==> src/rtl/char_text_buffer.sv <==
// char_text_buffer
//   Character buffer behind the VGA text overlay. It holds ROWS x COLS character
//   codes of CHAR_W bits each, stored at the linear address row*COLS + col.
//   The host writes codes either by explicit (row,col) or through a cursor that
//   advances by one cell after each write. The pixel side maps (xcoor,ycoor) to a
//   character code and the offsets inside the glyph, with two cycles of latency.
//   A sweep state machine fills the array with BLANK after reset and on clear_req.
// Ports
//   clk_i, rst_i            clock; synchronous active-high reset
//   xcoor_i, ycoor_i        current pixel position
//   wr_en_i, wr_mode_i      write strobe; mode 0 = addressed, mode 1 = cursor
//   wr_row_i, wr_col_i      target cell for an addressed write
//   wr_data_i               code to store
//   clear_req_i             single-cycle pulse that starts a clear sweep
//   wr_ready_o, busy_o      FSM is IDLE / FSM is CLEAR
//   char_out_o              code for the pixel presented two cycles earlier
//   glyph_x_o, glyph_y_o    pixel position inside the glyph
//   char_valid_o            pixel is inside the text window and the FSM is IDLE
module char_text_buffer #(
   parameter int              CHAR_W  = 6,
   parameter int              COLS    = 80,
   parameter int              ROWS    = 4,
   parameter int              GLYPH_W = 8,
   parameter int              GLYPH_H = 10,
   parameter int              X_START = 0,
   parameter int              Y_START = 100,
   parameter logic [CHAR_W-1:0] BLANK = 6'h3F,
   localparam int             ROW_W   = $clog2(ROWS),
   localparam int             COL_W   = $clog2(COLS),
   localparam int             GX_W    = $clog2(GLYPH_W),
   localparam int             GY_W    = $clog2(GLYPH_H)
) (
   input  logic              clk_i,
   input  logic              rst_i,
   input  logic [9:0]        xcoor_i,
   input  logic [8:0]        ycoor_i,
   input  logic              wr_en_i,
   input  logic              wr_mode_i,
   input  logic [ROW_W-1:0]  wr_row_i,
   input  logic [COL_W-1:0]  wr_col_i,
   input  logic [CHAR_W-1:0] wr_data_i,
   input  logic              clear_req_i,
   output logic              wr_ready_o,
   output logic              busy_o,
   output logic [CHAR_W-1:0] char_out_o,
   output logic [GX_W-1:0]   glyph_x_o,
   output logic [GY_W-1:0]   glyph_y_o,
   output logic              char_valid_o
);

   localparam int DEPTH  = ROWS * COLS;
   localparam int ADDR_W = $clog2(DEPTH);

   typedef enum logic {S_IDLE, S_CLEAR} state_t;

   state_t              state_q;
   logic [ADDR_W-1:0]   clr_ptr_q;
   logic [ROW_W-1:0]    cur_row_q;
   logic [COL_W-1:0]    cur_col_q;
   logic                busy_q, ready_q;

   logic [CHAR_W-1:0]   mem [DEPTH];

   // ---------------- sweep FSM and cursor ----------------
   always_ff @(posedge clk_i) begin
      if (rst_i) begin
         state_q   <= S_CLEAR;
         clr_ptr_q <= '0;
         cur_row_q <= '0;
         cur_col_q <= '0;
         busy_q    <= 1'b1;
         ready_q   <= 1'b0;
      end else begin
         case (state_q)
            S_CLEAR: begin
               if (clr_ptr_q == ADDR_W'(DEPTH - 1)) begin
                  state_q   <= S_IDLE;
                  clr_ptr_q <= '0;
                  busy_q    <= 1'b0;
                  ready_q   <= 1'b1;
               end else begin
                  clr_ptr_q <= clr_ptr_q + 1'b1;
               end
            end
            default: begin
               if (clear_req_i) begin
                  // A write in the same cycle still lands; the cursor restarts anyway.
                  state_q   <= S_CLEAR;
                  clr_ptr_q <= '0;
                  cur_row_q <= '0;
                  cur_col_q <= '0;
                  busy_q    <= 1'b1;
                  ready_q   <= 1'b0;
               end else if (wr_en_i && wr_mode_i) begin
                  if (cur_col_q == COL_W'(COLS - 1)) begin
                     cur_col_q <= '0;
                     cur_row_q <= (cur_row_q == ROW_W'(ROWS - 1)) ? '0 : cur_row_q + 1'b1;
                  end else begin
                     cur_col_q <= cur_col_q + 1'b1;
                  end
               end
            end
         endcase
      end
   end

   // ---------------- write port ----------------
   logic                mem_we;
   logic [ADDR_W-1:0]   mem_waddr;
   logic [CHAR_W-1:0]   mem_wdata;
   logic                addr_ok;

   assign addr_ok = (int'(wr_row_i) < ROWS) && (int'(wr_col_i) < COLS);

   always_comb begin
      mem_we    = 1'b0;
      mem_waddr = clr_ptr_q;
      mem_wdata = BLANK;
      if (state_q == S_CLEAR) begin
         mem_we = 1'b1;
      end else if (wr_en_i) begin
         mem_wdata = wr_data_i;
         if (wr_mode_i) begin
            mem_we    = 1'b1;
            mem_waddr = ADDR_W'(cur_row_q) * ADDR_W'(COLS) + ADDR_W'(cur_col_q);
         end else if (addr_ok) begin
            mem_we    = 1'b1;
            mem_waddr = ADDR_W'(wr_row_i) * ADDR_W'(COLS) + ADDR_W'(wr_col_i);
         end
      end
   end

   // Held off during reset so the reset cycle itself leaves the array untouched.
   always_ff @(posedge clk_i) begin
      if (!rst_i && mem_we) mem[mem_waddr] <= mem_wdata;
   end

   // ---------------- pixel stage 1 ----------------
   // 12-bit differences: a pixel left of / above the window wraps to >= 1024,
   // which the upper-bound compare rejects, so one compare per axis suffices.
   logic [11:0]       dx, dy, dx_w, dy_w;
   logic              in_win_d, in_win_q;
   logic [ROW_W-1:0]  row_d, row_q;
   logic [COL_W-1:0]  col_d, col_q;
   logic [GX_W-1:0]   gx_d, gx_q;
   logic [GY_W-1:0]   gy_d, gy_q;

   assign dx       = 12'(xcoor_i) - 12'(X_START);
   assign dy       = 12'(ycoor_i) - 12'(Y_START);
   assign in_win_d = (dx < 12'(COLS * GLYPH_W)) && (dy < 12'(ROWS * GLYPH_H));
   assign dx_w     = in_win_d ? dx : '0;
   assign dy_w     = in_win_d ? dy : '0;
   assign col_d    = COL_W'(dx_w >> GX_W);
   assign gx_d     = dx_w[GX_W-1:0];
   assign row_d    = ROW_W'(dy_w / 12'(GLYPH_H));
   assign gy_d     = GY_W'(dy_w % 12'(GLYPH_H));

   always_ff @(posedge clk_i) begin
      if (rst_i) begin
         in_win_q <= 1'b0;
         row_q    <= '0;
         col_q    <= '0;
         gx_q     <= '0;
         gy_q     <= '0;
      end else begin
         in_win_q <= in_win_d;
         row_q    <= row_d;
         col_q    <= col_d;
         gx_q     <= gx_d;
         gy_q     <= gy_d;
      end
   end

   // ---------------- pixel stage 2 ----------------
   logic [ADDR_W-1:0] rd_addr;
   logic [CHAR_W-1:0] char_q;
   logic [GX_W-1:0]   glyph_x_q;
   logic [GY_W-1:0]   glyph_y_q;
   logic              valid_q;

   assign rd_addr = ADDR_W'(row_q) * ADDR_W'(COLS) + ADDR_W'(col_q);

   // Nonblocking read of mem gives read-before-write on an address collision.
   always_ff @(posedge clk_i) begin
      if (rst_i) begin
         char_q    <= BLANK;
         glyph_x_q <= '0;
         glyph_y_q <= '0;
         valid_q   <= 1'b0;
      end else if (in_win_q && state_q == S_IDLE) begin
         char_q    <= mem[rd_addr];
         glyph_x_q <= gx_q;
         glyph_y_q <= gy_q;
         valid_q   <= 1'b1;
      end else begin
         char_q    <= BLANK;
         glyph_x_q <= '0;
         glyph_y_q <= '0;
         valid_q   <= 1'b0;
      end
   end

   assign wr_ready_o   = ready_q;
   assign busy_o       = busy_q;
   assign char_out_o   = char_q;
   assign glyph_x_o    = glyph_x_q;
   assign glyph_y_o    = glyph_y_q;
   assign char_valid_o = valid_q;

endmodule

==> config.mk <==
export PLATFORM = sky130hd
export DESIGN_NAME = char_text_buffer
export DESIGN_NICKNAME = d
export VERILOG_FILES = /design/src/rtl/char_text_buffer.sv
export SDC_FILE = /design/constraint.sdc
export NUM_CORES = 2
export LEC_CHECK = 0
export ABC_CLOCK_PERIOD_IN_PS = 7000
export BUFFER_PORTS_ARGS = -buffer_cell sky130_fd_sc_hd__buf_2
export CAP_MARGIN = 20
export CORE_MARGIN = 2
export CORE_UTILIZATION = 56
export CTS_BUF_LIST = sky130_fd_sc_hd__clkbuf_4 sky130_fd_sc_hd__clkbuf_8
export DETAILED_ROUTE_END_ITERATION = 10
export GPL_TIMING_DRIVEN = 1
export PLACE_DENSITY = 0.72
export SKIP_CTS_REPAIR_TIMING = 1
export SLEW_MARGIN = 20
export SYNTH_ARGS = -nofsm -noshare
export SYNTH_HDL_FRONTEND = slang
export SYNTH_SLANG_ARGS = --single-unit
==> constraint.sdc <==
create_clock -name clk_i -period 7 [get_ports clk_i]
set_input_delay 0.35 -clock clk_i [delete_from_list [all_inputs] [get_ports clk_i]]
set_output_delay 0.35 -clock clk_i [all_outputs]
set_load 0.01 [all_outputs]
==> out/qor.csv <==
stage,metric,value,unit
sta,grt_setup_unrepaired,no,
global_route,grt_overflow,0,
sta,post-route-min-period,5.168,ns
logic_synthesis,yosysTopAreaCell,edfxtp_1,
critical_path,r2r-end,mem[248][0],
layout,final_nets,4255,
clocking,clk_pin_slew,0.06,ns
global_route,grt_max_degree,198,
min_path,hold_class,primary input to flop,
detailed_routing,wl_per_cell,30.56,µm
critical_path,worstPathRequired,7.61,ns
critical_path,critPathBufInv,0,
layout,drive_gt1_share,24.74,%
critical_path,cp_top_family,simple AND/OR/NAND/NOR gates,
critical_path,reg2reg_from,state_q,
global_route,track_usage,26.94,%
critical_path,crit_path_end_kind,flop,
layout,fillCellCount,9272,
sta,hold_violations,3,
critical_path,critPathMaxStageDelay,0.98,ns
sta,skew,0.07114,ns
power_and_ir_drop,pwr-share-clk,42.2,%
global_route,grt_pass1_vias,40175,
sta,setup_violations,0,
sta,worst_slew_pin_slew,1.172,ns
critical_path,crit_type,flop to flop,
status,violations,negative hold slack,
clocking,root_buffer,clkbuf_8,
sta,max_freq,0.1935,GHz
floorplan,rows,136,
logic_synthesis,synth_nets,4012,
clocking,clock_latency,1.02,ns
placed_design,dp_hpwl,114400,µm
placed_design,dp_slack,1.882,ns
logic_synthesis,ys.flop_type,edfxtp_1,
clocking,ctsLongestPathBuffers,4,
sta,fin_crit_sh,73.82,%
logic_synthesis,avgSynthCellArea,19.69,µm²
logic_synthesis,ys_warn_count,0,
placed_design,finalWeightedCongestion,0.8904,
logic_synthesis,ys_top_cells_by_area,"edfxtp_1 74%, mux4_2 13%, mux2i_1 2.3%",
sta,fin_hold_ws,-0.03599,ns
detailed_routing,viasPerCell,6.481,
layout,final_area,86180,µm²
layout,area_growth,10.64,%
power_and_ir_drop,p_int,18.10,mW
placed_design,postPlaceCellArea,79910,µm²
floorplan,die_w,377.0,µm
power_and_ir_drop,sequentialPowerShare,56.4,%
floorplan,core_area,137800,µm²
clocking,cts-buffers-inserted,317,
flow_run,max_cap_violations,0,
power_and_ir_drop,p_switching,4.538,mW
power_and_ir_drop,powerDensity,262.6,nW/µm²
floorplan,initial_core_util,56.52,%
critical_path,reg2reg_depth,7,
critical_path,worstPathArrival,5.77,ns
logic_synthesis,synthArstFlopShare,0,%
critical_path,crit_chain,nor2b_2 -> o21ai_1 -> nand2_1 -> o21ai_0 -> nor2_1 -> nand3b_1 -> nor2_1,
critical_path,path_max_fanout,22,
status,status,"finished, violations left",
global_route,grt_pass1_wl,275500,µm
critical_path,crit_top_cell,nor2_1,
logic_synthesis,syn-instance-count,3956,
clocking,htreeDepth,5,
logic_synthesis,ys_ff_latch,1972,
power_and_ir_drop,leakagePower,27.54,nW
detailed_routing,drtPass1Iterations,7,
clocking,cts_tree,done,
sta,finalMaxSlewViolations,0,
critical_path,cp_slowest_cell,nand3b_1,
power_and_ir_drop,pwr-share-comb,1.4,%
logic_synthesis,synth_cell_types,71,
sta,layout_setup_ws,1.832,ns
detailed_routing,finalWirelength,190000,µm
power_and_ir_drop,swShare,20.05,%
clocking,clock-sinks,1972,
min_path,worstHoldEndpoint,cur_col_q[1],
min_path,holdPathStages,4,
detailed_routing,num_vias,40296,
logic_synthesis,synth_edf_count,1920,
logic_synthesis,syn-cell-area,77900,µm²
logic_synthesis,yosysTopAreaCellShare,74.01,%
floorplan,fp.dieArea,142100,µm²
critical_path,crit_path_start_kind,flop,
sta,setup_tns,0,ns
floorplan,io_pins,55,
placed_design,portBuffers,54,
sta,slew_headroom,21.81,%
min_path,min_from,wr_mode_i,
detailed_routing,drc,0,
power_and_ir_drop,total_power,22.63,mW
detailed_routing,ant_nets,0,
floorplan,die_y,377.0,µm
detailed_routing,drt_iter0_markers,5447,
logic_synthesis,yosysSeqAreaShare,75.35,%
power_and_ir_drop,vdd_drop_max,0.0002654,V
critical_path,r2r_slack,1.83,ns
global_route,antenna_found_initial,4,
==> synthesized netlist by cell type (12+ instances only) <==
library cell	n
buf_4	24
nor2_1	395
dfxtp_1	52
nand2_1	116
a211oi_1	14
ha_1	14
clkbuf_1	107
nand2b_1	17
nand4_1	17
mux4_2	436
inv_1	19
o221ai_1	36
a22oi_1	45
mux2i_1	180
o21ai_0	45
a21oi_1	50
nor3b_1	12
buf_2	55
a31oi_1	15
nand3b_1	13
edfxtp_1	1920
o22ai_1	46
and2_1	24
nor3_1	39
buf_1	12
nand3_1	72
buf_6	29
==> power groups by stage <==
stage	Combinational, mW	Sequential [mW]	Clock (mW)
2_1_floorplan	0.196	13.0	0
3_3_place_gp	0.300	13.0	0
3_5_place_dp	0.308	13.0	0
4_1_cts	0.309	12.8	9.65
5_1_grt	0.339	12.8	10.1
6_report	0.324	12.8	9.55
==> logic make-up after synthesis <==
logic type	after synthesis	synth area share, %
buf+inv	258	1.923
xor+xnor	20	0.2249
simple gates	744	4.226
compound gates	322	2.859
fa+ha+maj	18	0.3148
mux	622	15.10
flops	1972	75.35
==> final cells by class <==
type / instances / area, µm² / area share (%)
Sequential cell: 1972 / 58710 / 68.12
Clock inverter: 120 / 843.3 / 0.9785
Timing Repair Buffer: 161 / 1279 / 1.484
Multi-Input combinational cell: 1726 / 17850 / 20.71
Antenna cell: 10 / 25.02 / 0.02904
Tap cell: 1794 / 2245 / 2.605
Clock buffer: 414 / 5154 / 5.980
Inverter: 21 / 81.33 / 0.09437
==> metrics by stage <==
step           utilization (%)  cells
3_3_place_gp             57.93   5648
3_5_place_dp             57.98   5652
2_1_floorplan                -   3956
6_report                 62.53   6218
5_1_grt                  62.52   6212
4_1_cts                  62.33   6186
==> metal layers <==
layer,track usage (%),vias to the layer above,routed length (µm)
met5,0,-,0
met2,41.12,2573,88970
met3,6.842,440,20650
li1,-,16712,-
met1,37.59,20571,72740
met4,10.93,0,7658
==> tightest hold or removal path: stages <==
cell	delay, ns
buf_2	0.20
nand2_1	0.14
nand3_1	0.09
a21oi_1	0.12
==> layout by cell type (no fill, tap or decap), drive strengths merged, types with 12 or more instances in the layout <==
| master | synthesis | layout |
|---|---|---|
| o22ai | 46 | 46 |
| a31oi | 15 | 15 |
| ha | 14 | 14 |
| nand4 | 17 | 17 |
| mux4 | 441 | 441 |
| nor3 | 39 | 39 |
| nand3 | 72 | 72 |
| and2 | 24 | 24 |
| nand2 | 116 | 116 |
| dfxtp | 52 | 52 |
| dlygate4sd3 | 0 | 21 |
| nor2 | 395 | 395 |
| clkbuf | 107 | 414 |
| nand3b | 13 | 13 |
| a21oi | 50 | 50 |
| nor3b | 12 | 12 |
| edfxtp | 1920 | 1920 |
| clkinv | 2 | 102 |
| nand2b | 17 | 17 |
| a211oi | 14 | 14 |
| o21ai | 46 | 46 |
| buf | 130 | 140 |
| bufinv | 0 | 12 |
| a22oi | 46 | 46 |
| inv | 19 | 19 |
| mux2i | 180 | 180 |
| o221ai | 37 | 37 |
==> registers in the layout, indices dropped and copies added (netlist names), 3 cells and up <==
register    flops
col_q           7
glyph_y_o       4
gx_q            3
glyph_x_o       3
clr_ptr_q       9
gy_q            4
cur_col_q       7
char_out_o      6
mem          1920
==> how the worst max path moves through the flow <==
stage | to | cells past startpoint | slack [ns] | startpoint
finish | mem[248][0] | 7 | 1.83 | state_q
global route | mem[248][4] | 7 | 1.63 | state_q
CTS | mem[248][4] | 7 | 1.89 | state_q
detailed placement | mem[248][4] | 7 | 1.88 | state_q
global placement | mem[219][3] | 7 | 2.20 | state_q
floorplan | mem[0][0] | 4 | 1.02 | wr_en_i
Note: power is estimated with default switching activity, not from simulation.
